[src/rtl/alu_issue_pkg.sv]
// Shared constants for the alu_issue slice: datapath width, default register count
// and the 3-bit ALU opcodes understood by the downstream ALU.
package alu_issue_pkg;

    localparam int WORD_SIZE     = 16;
    localparam int NREGS_DEFAULT = 8;

    typedef enum logic [2:0] {
        ALU_ADD = 3'd0,
        ALU_SUB = 3'd1,
        ALU_MUL = 3'd2,
        ALU_AND = 3'd3,
        ALU_OR  = 3'd4,
        ALU_XOR = 3'd5,
        ALU_SHL = 3'd6,
        ALU_SHR = 3'd7
    } alu_opcode_e;

endpackage

[src/rtl/alu_issue_regfile.sv]
// Architectural register file: one write port, three asynchronous read ports.
// Register 0 is hard-wired to zero and ignores writes.
module alu_issue_regfile #(
    parameter int NREGS = 8,
    parameter int WIDTH = 16,
    localparam int RW   = $clog2(NREGS)
) (
    input  logic             clk,
    input  logic             rst_n,
    input  logic             we,
    input  logic [RW-1:0]    waddr,
    input  logic [WIDTH-1:0] wdata,
    input  logic [RW-1:0]    raddr_a,
    output logic [WIDTH-1:0] rdata_a,
    input  logic [RW-1:0]    raddr_b,
    output logic [WIDTH-1:0] rdata_b,
    input  logic [RW-1:0]    raddr_c,
    output logic [WIDTH-1:0] rdata_c
);

    logic [WIDTH-1:0] mem [NREGS];

    always_ff @(posedge clk) begin
        if (!rst_n) begin
            for (int i = 0; i < NREGS; i++) begin
                mem[i] <= '0;
            end
        end else if (we && (waddr != '0)) begin
            mem[waddr] <= wdata;
        end
    end

    // Reads see the pre-write value on a writeback edge.
    assign rdata_a = (raddr_a == '0) ? '0 : mem[raddr_a];
    assign rdata_b = (raddr_b == '0) ? '0 : mem[raddr_b];
    assign rdata_c = (raddr_c == '0) ? '0 : mem[raddr_c];

endmodule

[src/rtl/alu_issue.sv]
// Single-issue ALU front end: operand read/select, RAW hazard check and writeback.
// Define ALU_ISSUE_FWD_EN to forward alu_out to a dependent issue instead of stalling.
module alu_issue
    import alu_issue_pkg::*;
#(
    parameter int NREGS = NREGS_DEFAULT,
    localparam int RW   = $clog2(NREGS)
) (
    input  logic                 clk,
    input  logic                 rst_n,
    input  logic                 instr_valid,
    output logic                 instr_ready,
    input  logic [2:0]           instr_op,
    input  logic [RW-1:0]        instr_rd,
    input  logic [RW-1:0]        instr_rs1,
    input  logic [RW-1:0]        instr_rs2,
    input  logic                 instr_imm_en,
    input  logic [WORD_SIZE-1:0] instr_imm,
    output logic [2:0]           alu_op,
    output logic [WORD_SIZE-1:0] alu_in1,
    output logic [WORD_SIZE-1:0] alu_in2,
    output logic                 alu_enable,
    input  logic [WORD_SIZE-1:0] alu_out,
    output logic                 busy,
    input  logic [RW-1:0]        dbg_addr,
    output logic [WORD_SIZE-1:0] dbg_data
);

    logic                 s1_valid, s2_valid;
    logic [RW-1:0]        s1_rd, s2_rd;
    logic [WORD_SIZE-1:0] rs1_data, rs2_data, op1, op2;
    logic                 use_rs1, use_rs2;
    logic                 s1_hit_rs1, s1_hit_rs2, s2_hit_rs1, s2_hit_rs2;
    logic                 hazard, accept;

    alu_issue_regfile #(
        .NREGS(NREGS),
        .WIDTH(WORD_SIZE)
    ) regfile (
        .clk     (clk),
        .rst_n   (rst_n),
        .we      (s2_valid),
        .waddr   (s2_rd),
        .wdata   (alu_out),
        .raddr_a (instr_rs1),
        .rdata_a (rs1_data),
        .raddr_b (instr_rs2),
        .rdata_b (rs2_data),
        .raddr_c (dbg_addr),
        .rdata_c (dbg_data)
    );

    // r0 never creates a dependency, and an immediate hides rs2 entirely.
    assign use_rs1    = (instr_rs1 != '0);
    assign use_rs2    = !instr_imm_en && (instr_rs2 != '0);
    assign s1_hit_rs1 = use_rs1 && s1_valid && (s1_rd == instr_rs1);
    assign s1_hit_rs2 = use_rs2 && s1_valid && (s1_rd == instr_rs2);
    assign s2_hit_rs1 = use_rs1 && s2_valid && (s2_rd == instr_rs1);
    assign s2_hit_rs2 = use_rs2 && s2_valid && (s2_rd == instr_rs2);

`ifdef ALU_ISSUE_FWD_EN
    assign hazard = s1_hit_rs1 || s1_hit_rs2;
`else
    assign hazard = s1_hit_rs1 || s1_hit_rs2 || s2_hit_rs1 || s2_hit_rs2;
`endif

    assign instr_ready = rst_n && !hazard;
    assign accept      = instr_valid && instr_ready;
    assign busy        = s1_valid || s2_valid;
    assign alu_enable  = s1_valid;

    always_comb begin
        op1 = rs1_data;
        op2 = instr_imm_en ? instr_imm : rs2_data;
`ifdef ALU_ISSUE_FWD_EN
        // The S2 result is on alu_out this cycle but not yet in the register file.
        if (s2_hit_rs1) op1 = alu_out;
        if (s2_hit_rs2) op2 = alu_out;
`endif
    end

    always_ff @(posedge clk) begin
        if (!rst_n) begin
            s1_valid <= 1'b0;
            s2_valid <= 1'b0;
            s1_rd    <= '0;
            s2_rd    <= '0;
            alu_op   <= '0;
            alu_in1  <= '0;
            alu_in2  <= '0;
        end else begin
            s1_valid <= accept;
            s2_valid <= s1_valid;
            s2_rd    <= s1_rd;
            if (accept) begin
                s1_rd   <= instr_rd;
                alu_op  <= instr_op;
                alu_in1 <= op1;
                alu_in2 <= op2;
            end
        end
    end

endmodule

[config.mk]
export PLATFORM = sky130hd
export DESIGN_NAME = alu_issue
export DESIGN_NICKNAME = d
export VERILOG_FILES = /design/src/rtl/alu_issue_pkg.sv /design/src/rtl/alu_issue_regfile.sv /design/src/rtl/alu_issue.sv
export SDC_FILE = /design/constraint.sdc
export NUM_CORES = 1
export LEC_CHECK = 0
export BUFFER_PORTS_ARGS = -buffer_cell sky130_fd_sc_hd__buf_2
export CORE_MARGIN = 1
export CORE_UTILIZATION = 59
export DETAILED_ROUTE_END_ITERATION = 6
export PLACE_DENSITY = 0.82
export SETUP_SLACK_MARGIN = 0.3
export SLEW_MARGIN = 30
export SYNTH_ARGS = -nofsm -noshare
export SYNTH_HDL_FRONTEND = slang
export SYNTH_SLANG_ARGS = --single-unit
[constraint.sdc]
create_clock -name clk -period 3 [get_ports clk]
set_input_delay 0.3 -clock clk [delete_from_list [all_inputs] [get_ports clk]]
set_output_delay 0.3 -clock clk [all_outputs]
set_load 0.02 [all_outputs]
### Word-level counts from Yosys, hierarchy flattened

Memories as Yosys holds them, arrays and structs flattened.
Index checks and enable logic that the tools add are counted.

* add/sub/neg operators: 0
* $mul: 0
* div/mod/pow operators: 0
* order comparisons: 0
* eq/ne operators: 4
* shifts and indexed selects: 0
* muxes and demuxes: 11
* bitwise gates (word level): 0
* reduce and logical (&&, ||, !) cells: 25

Operators with widths (count)
* 16-bit two-way mux: 5
* 16-bit OR reduction: 1
* 3-bit equality test: 4
* 1-bit logical AND: 12
* 3-bit logical NOT: 3
* 3-bit nonzero test: 3
* 1-bit two-way mux: 5
* 1-bit logical OR: 4
* 3-bit two-way mux: 1
* 1-bit logical NOT: 2

* register bits after elaboration: 43
* latch bits: 0
* memory bits (writable): 128
* memory bits (read-only): 0
* input bits: 51
* output and inout bits: 54
* logic and storage cells: 48
* memories kept: 1

Memories
* regfile.mem: depth 8, width 16, read ports 3, clocked after memory_dff 0, wr ports 8, RTL line alu_issue_regfile.sv:21 `logic [WIDTH-1:0] mem [NREGS];`

### Depth between registers and ports, before layout

* depth after elaboration: 10
* gate-level depth with buffers: 9
* gate-level depth less buffers: 6

### Cells and area by module

Synthesis repeated with hierarchy kept, for this count alone.

* cells, all modules: 782
* area, all modules: 9404.0 um2

By module, submodules not included
* alu_issue_regfile: times used 1, cells each 571, area each 7398.3 um2, sequential area each 3363.2 um2
* alu_issue: times used 1, cells each 211, area each 2005.7 um2, sequential area each 860.8 um2

### Least setup slack after synthesis

Ideal clock, no wire load.

* path kind: input to register
* start point: input port rst_n
* end point: memory regfile.mem[1][0], enable pin
* library setup time: 0.411 ns
* data arrival time: 1.942 ns
* required time: 2.589 ns
* setup slack: 0.647 ns
* stages on the path: 3
* path buffers: 1
* cells stage by stage: clkbuf_1 nand3b_1 o21ai_0

RTL lines
* start, declared: RTL line alu_issue.sv:10 `input logic rst_n,`
* end, declared: RTL line alu_issue_regfile.sv:21

### Worst setup path after layout

* start point: input port dbg_addr[0]
* end point: output port dbg_data[15]

* word-level cells in the longest chain between the ends: 2
* elaborated cells between the ends (all ways): 3
* classes of those cells: mux: 1; reduce/logical: 1; memory: 1

Ends and longest elaborated chain
* start, declared: RTL line alu_issue.sv:25 `input logic [RW-1:0] dbg_addr,`
* memory 8 x 16 bit / 3-bit logical NOT (equally long branches)
* 16-bit two-way mux *: RTL line alu_issue_regfile.sv:36 `assign rdata_c = (raddr_c == '0) ? '0 : mem[raddr_c];`
* end, declared: RTL line alu_issue.sv:26 `output logic [WORD_SIZE-1:0] dbg_data`

Mark *: on every way between the ends. The rest lies on a longest branch, timed or not.

==> flow_summary.ini <==
[yosys]
yosys.area.top_type = edfxtp_1
synth_area_leaders = edfxtp_1 (40%), mux4_2 (9.8%), dfxtp_1 (9.6%), and2_1 (8.0%), mux2_2 (5.5%)
synth_seq_cells = 161
syn_area_mm2 = 0.008951
yosysSeqAreaShare = 0.4920
dominantRegCellSynth = edfxtp_1
synth_cell_types = 39
synth_edf_count = 118
synthCells = 766
synth_top_area_share = 0.3959
yosysMostFrequentCell = edfxtp_1
ys_warn_count = 0
netlist_top_cells_count = edfxtp_1 (118), and2_1 (115), nand2_1 (62), mux2_2 (44), dfxtp_1 (43)
postSynth.asyncResetShare = 0
syn_area_per_cell_um2 = 11.69

[place]
dp_slack_ns = 0.6671
port_buffers = 104
gp_congestion = 0.9695
dpl.hpwl_um = 16620
dp_cells = 1025

[drt]
drt-total-wl_um = 24300
vias_per_cell = 6.482
ant_nets = 0
wl_per_cell_um = 22.99
first_pass_iters = 7
vias = 6852
drc_errors = 20
dr.first_iter.drc_count = 861

[cts]
cts_tree = done
clkTransAtPathRegs_ns = 0.06
cts_sinks = 161
cts.path.max_buffers = 2
post_cts_buffers = 0
cts_resized = 0
cts_buffers = 17
root_buffer = clkbuf_16
clkLatencyLatePin_ns = 0.43
hold_buffers = 0
htree_levels = 4

[setup_path]
path_common_cell = buf_2
reg2reg_slack_ns = 0.68
crit_family = buffers and inverters
cp-end-kind = output pin
cp_cell_sequence = buf_2 -> buf_4 -> mux4_2 -> nand2_1 -> o21ai_0 -> buf_2
worstPathBufferInverterCount = 3
critPathRequiredTime_ns = 2.70
crit_type = in2out
critPathMaxFanout = 18
start_kind = primary input
cpPeakStageDelay_ns = 0.54
worst_ep_arrival_time_ns = 2.04
cp_slowest_cell = mux4_2

[sta]
maxSlewHeadroom = 0.4577
fmax_ghz = 0.4283
setup_tns_ns = 0
rsz0062_at_grt = false
fin_crit_sh = 0.7783
setup-violations-final = 0
tightest_slew_ns = 0.8104
period_needed_ns = 2.335
slew_violations = 0
setup_ws_ns = 0.6650
clock_skew_ns = 0.008847
final_hold_viol_count = 0

[floorplan]
dieArea_mm2 = 0.01567
rows = 44
die_w_um = 125.2
coreArea_mm2 = 0.01464
start_util = 0.6112
fp.dieH_um = 125.2
ioPinCount = 105

[outcome]
outcome = finished, violations left
violations = design-rule violations

[power]
sw_frac_of_total = 0.2558
power_frac_seq = 0.462
power_density_mw_per_mm2 = 541.4
clkPwrFrac = 0.397
internal-power_uw = 4132
power.total_uw = 5553
p_leak_uw = 0.004167
p_sw_uw = 1421
ir_drop_uv = 418.5
power_frac_comb = 0.141

[layout]
final_net_count = 911
instances_no_fill = 1057
drive_above_1_share = 0.2829
area_growth_syn_to_layout_pct = 14.58
fin_util = 0.7004
diodes = 0

[global_routing]
grt_max_degree = 64
grt_pass1_wl_um = 37810
grt_overflow = 0
antenna_found_initial = 0
grt_use_total = 0.3212
grt_pass1_vias = 6494

[min_path]
hp-class = in2reg

[run]
maxCapViolCount = 0
==> worst reg2reg max path, cell delays in order (launching register included) <==
cell and delay (ns):
dfxtp_1 0.48, xor2_1 0.18, a21oi_1 0.05, a41o_1 0.22
or4b_1 0.71, inv_4 0.32, mux2i_1 0.28
==> cell usage in the layout (no fill, tap or decap), types with 2 or more instances in the layout <==
master,count
a31oi_1,15
mux2i_1,38
buf_2,104
nor2_1,34
a22oi_1,11
clkbuf_4,3
mux4_2,39
mux2_2,44
nor3_1,6
edfxtp_1,118
o21ai_1,6
mux2_1,19
xnor2_1,9
o22ai_1,15
buf_4,27
bufinv_16,2
conb_1,6
nand2b_1,2
clkbuf_1,2
dfxtp_1,43
a21oi_1,27
clkbuf_16,18
and2_1,115
inv_1,35
nor2b_1,4
o21ai_0,2
nand4_1,2
inv_4,5
o31a_1,15
o21bai_1,2
a211oi_1,3
a221oi_1,29
nand2_1,62
==> final timing paths <==
kind / cells after the start / startpoint / endpoint
setup / recovery: 6 / dbg_addr[0] / dbg_data[15]
hold / removal: 2 / instr_rd[0] / s1_rd[0]
setup reg to reg: 6 / s2_rd[2] / alu_in2[12]
hold reg to reg: 2 / alu_in1[0] / alu_in1[0]
==> registers in the layout (all words and copies together) (netlist names) <==
name / cells
s2_valid: 1
alu_enable: 1
alu_op: 3
s1_rd: 3
alu_in2: 16
s2_rd: 3
regfile.mem: 118
alu_in1: 16
==> layout make-up <==
| type | instances | area, um2 |
|---|---|---|
| fill | 1041 | 4388 |
| sequential | 161 | 4404 |
| multi-input combinational | 513 | 4168 |
| inverter | 36 | 137.6 |
| tap | 184 | 230.2 |
| clock inverter | 8 | 98.84 |
| clock buffer | 24 | 494.2 |
| timing repair buffer | 131 | 723.2 |
==> metrics by stage <==
step           instance area, um2  hold WS, ns
6_report                    10260      0.07825
5_1_grt                     10260      0.08355
2_1_floorplan                8970       0.4247
4_1_cts                     10260      0.06772
3_5_place_dp                 9663       0.4481
3_3_place_gp                 9663       0.4383
==> kinds of logic after synthesis <==
group	count (synthesis)	synth area share
buffers and inverters	97	0.04445
DFF	161	0.4920
muxes	141	0.2216
other	1	0.0004189
and+or+nand+nor	229	0.1328
AOI/OAI and AO/OA	127	0.09897
xor gates and xnor gates	10	0.009785
==> power groups by stage <==
stage	registers (uW)	logic (uW)	clock network, uW
final	2570	781	2210
after detailed placement	2610	761	0
after floorplan	2630	470	0
after global routing	2580	828	2300
after CTS	2560	771	2220
after global placement	2600	746	0
==> routing by layer <==
layer  up-vias  GRT usage  share of wire
met5         -          0              0
met4         0    0.09182          0.016
met3        38    0.05819           0.11
met2       445     0.4998           0.47
met1      3359     0.4643           0.41
li1       3010          -              -
No activity file was read; power rests on OpenSTA's default activity.
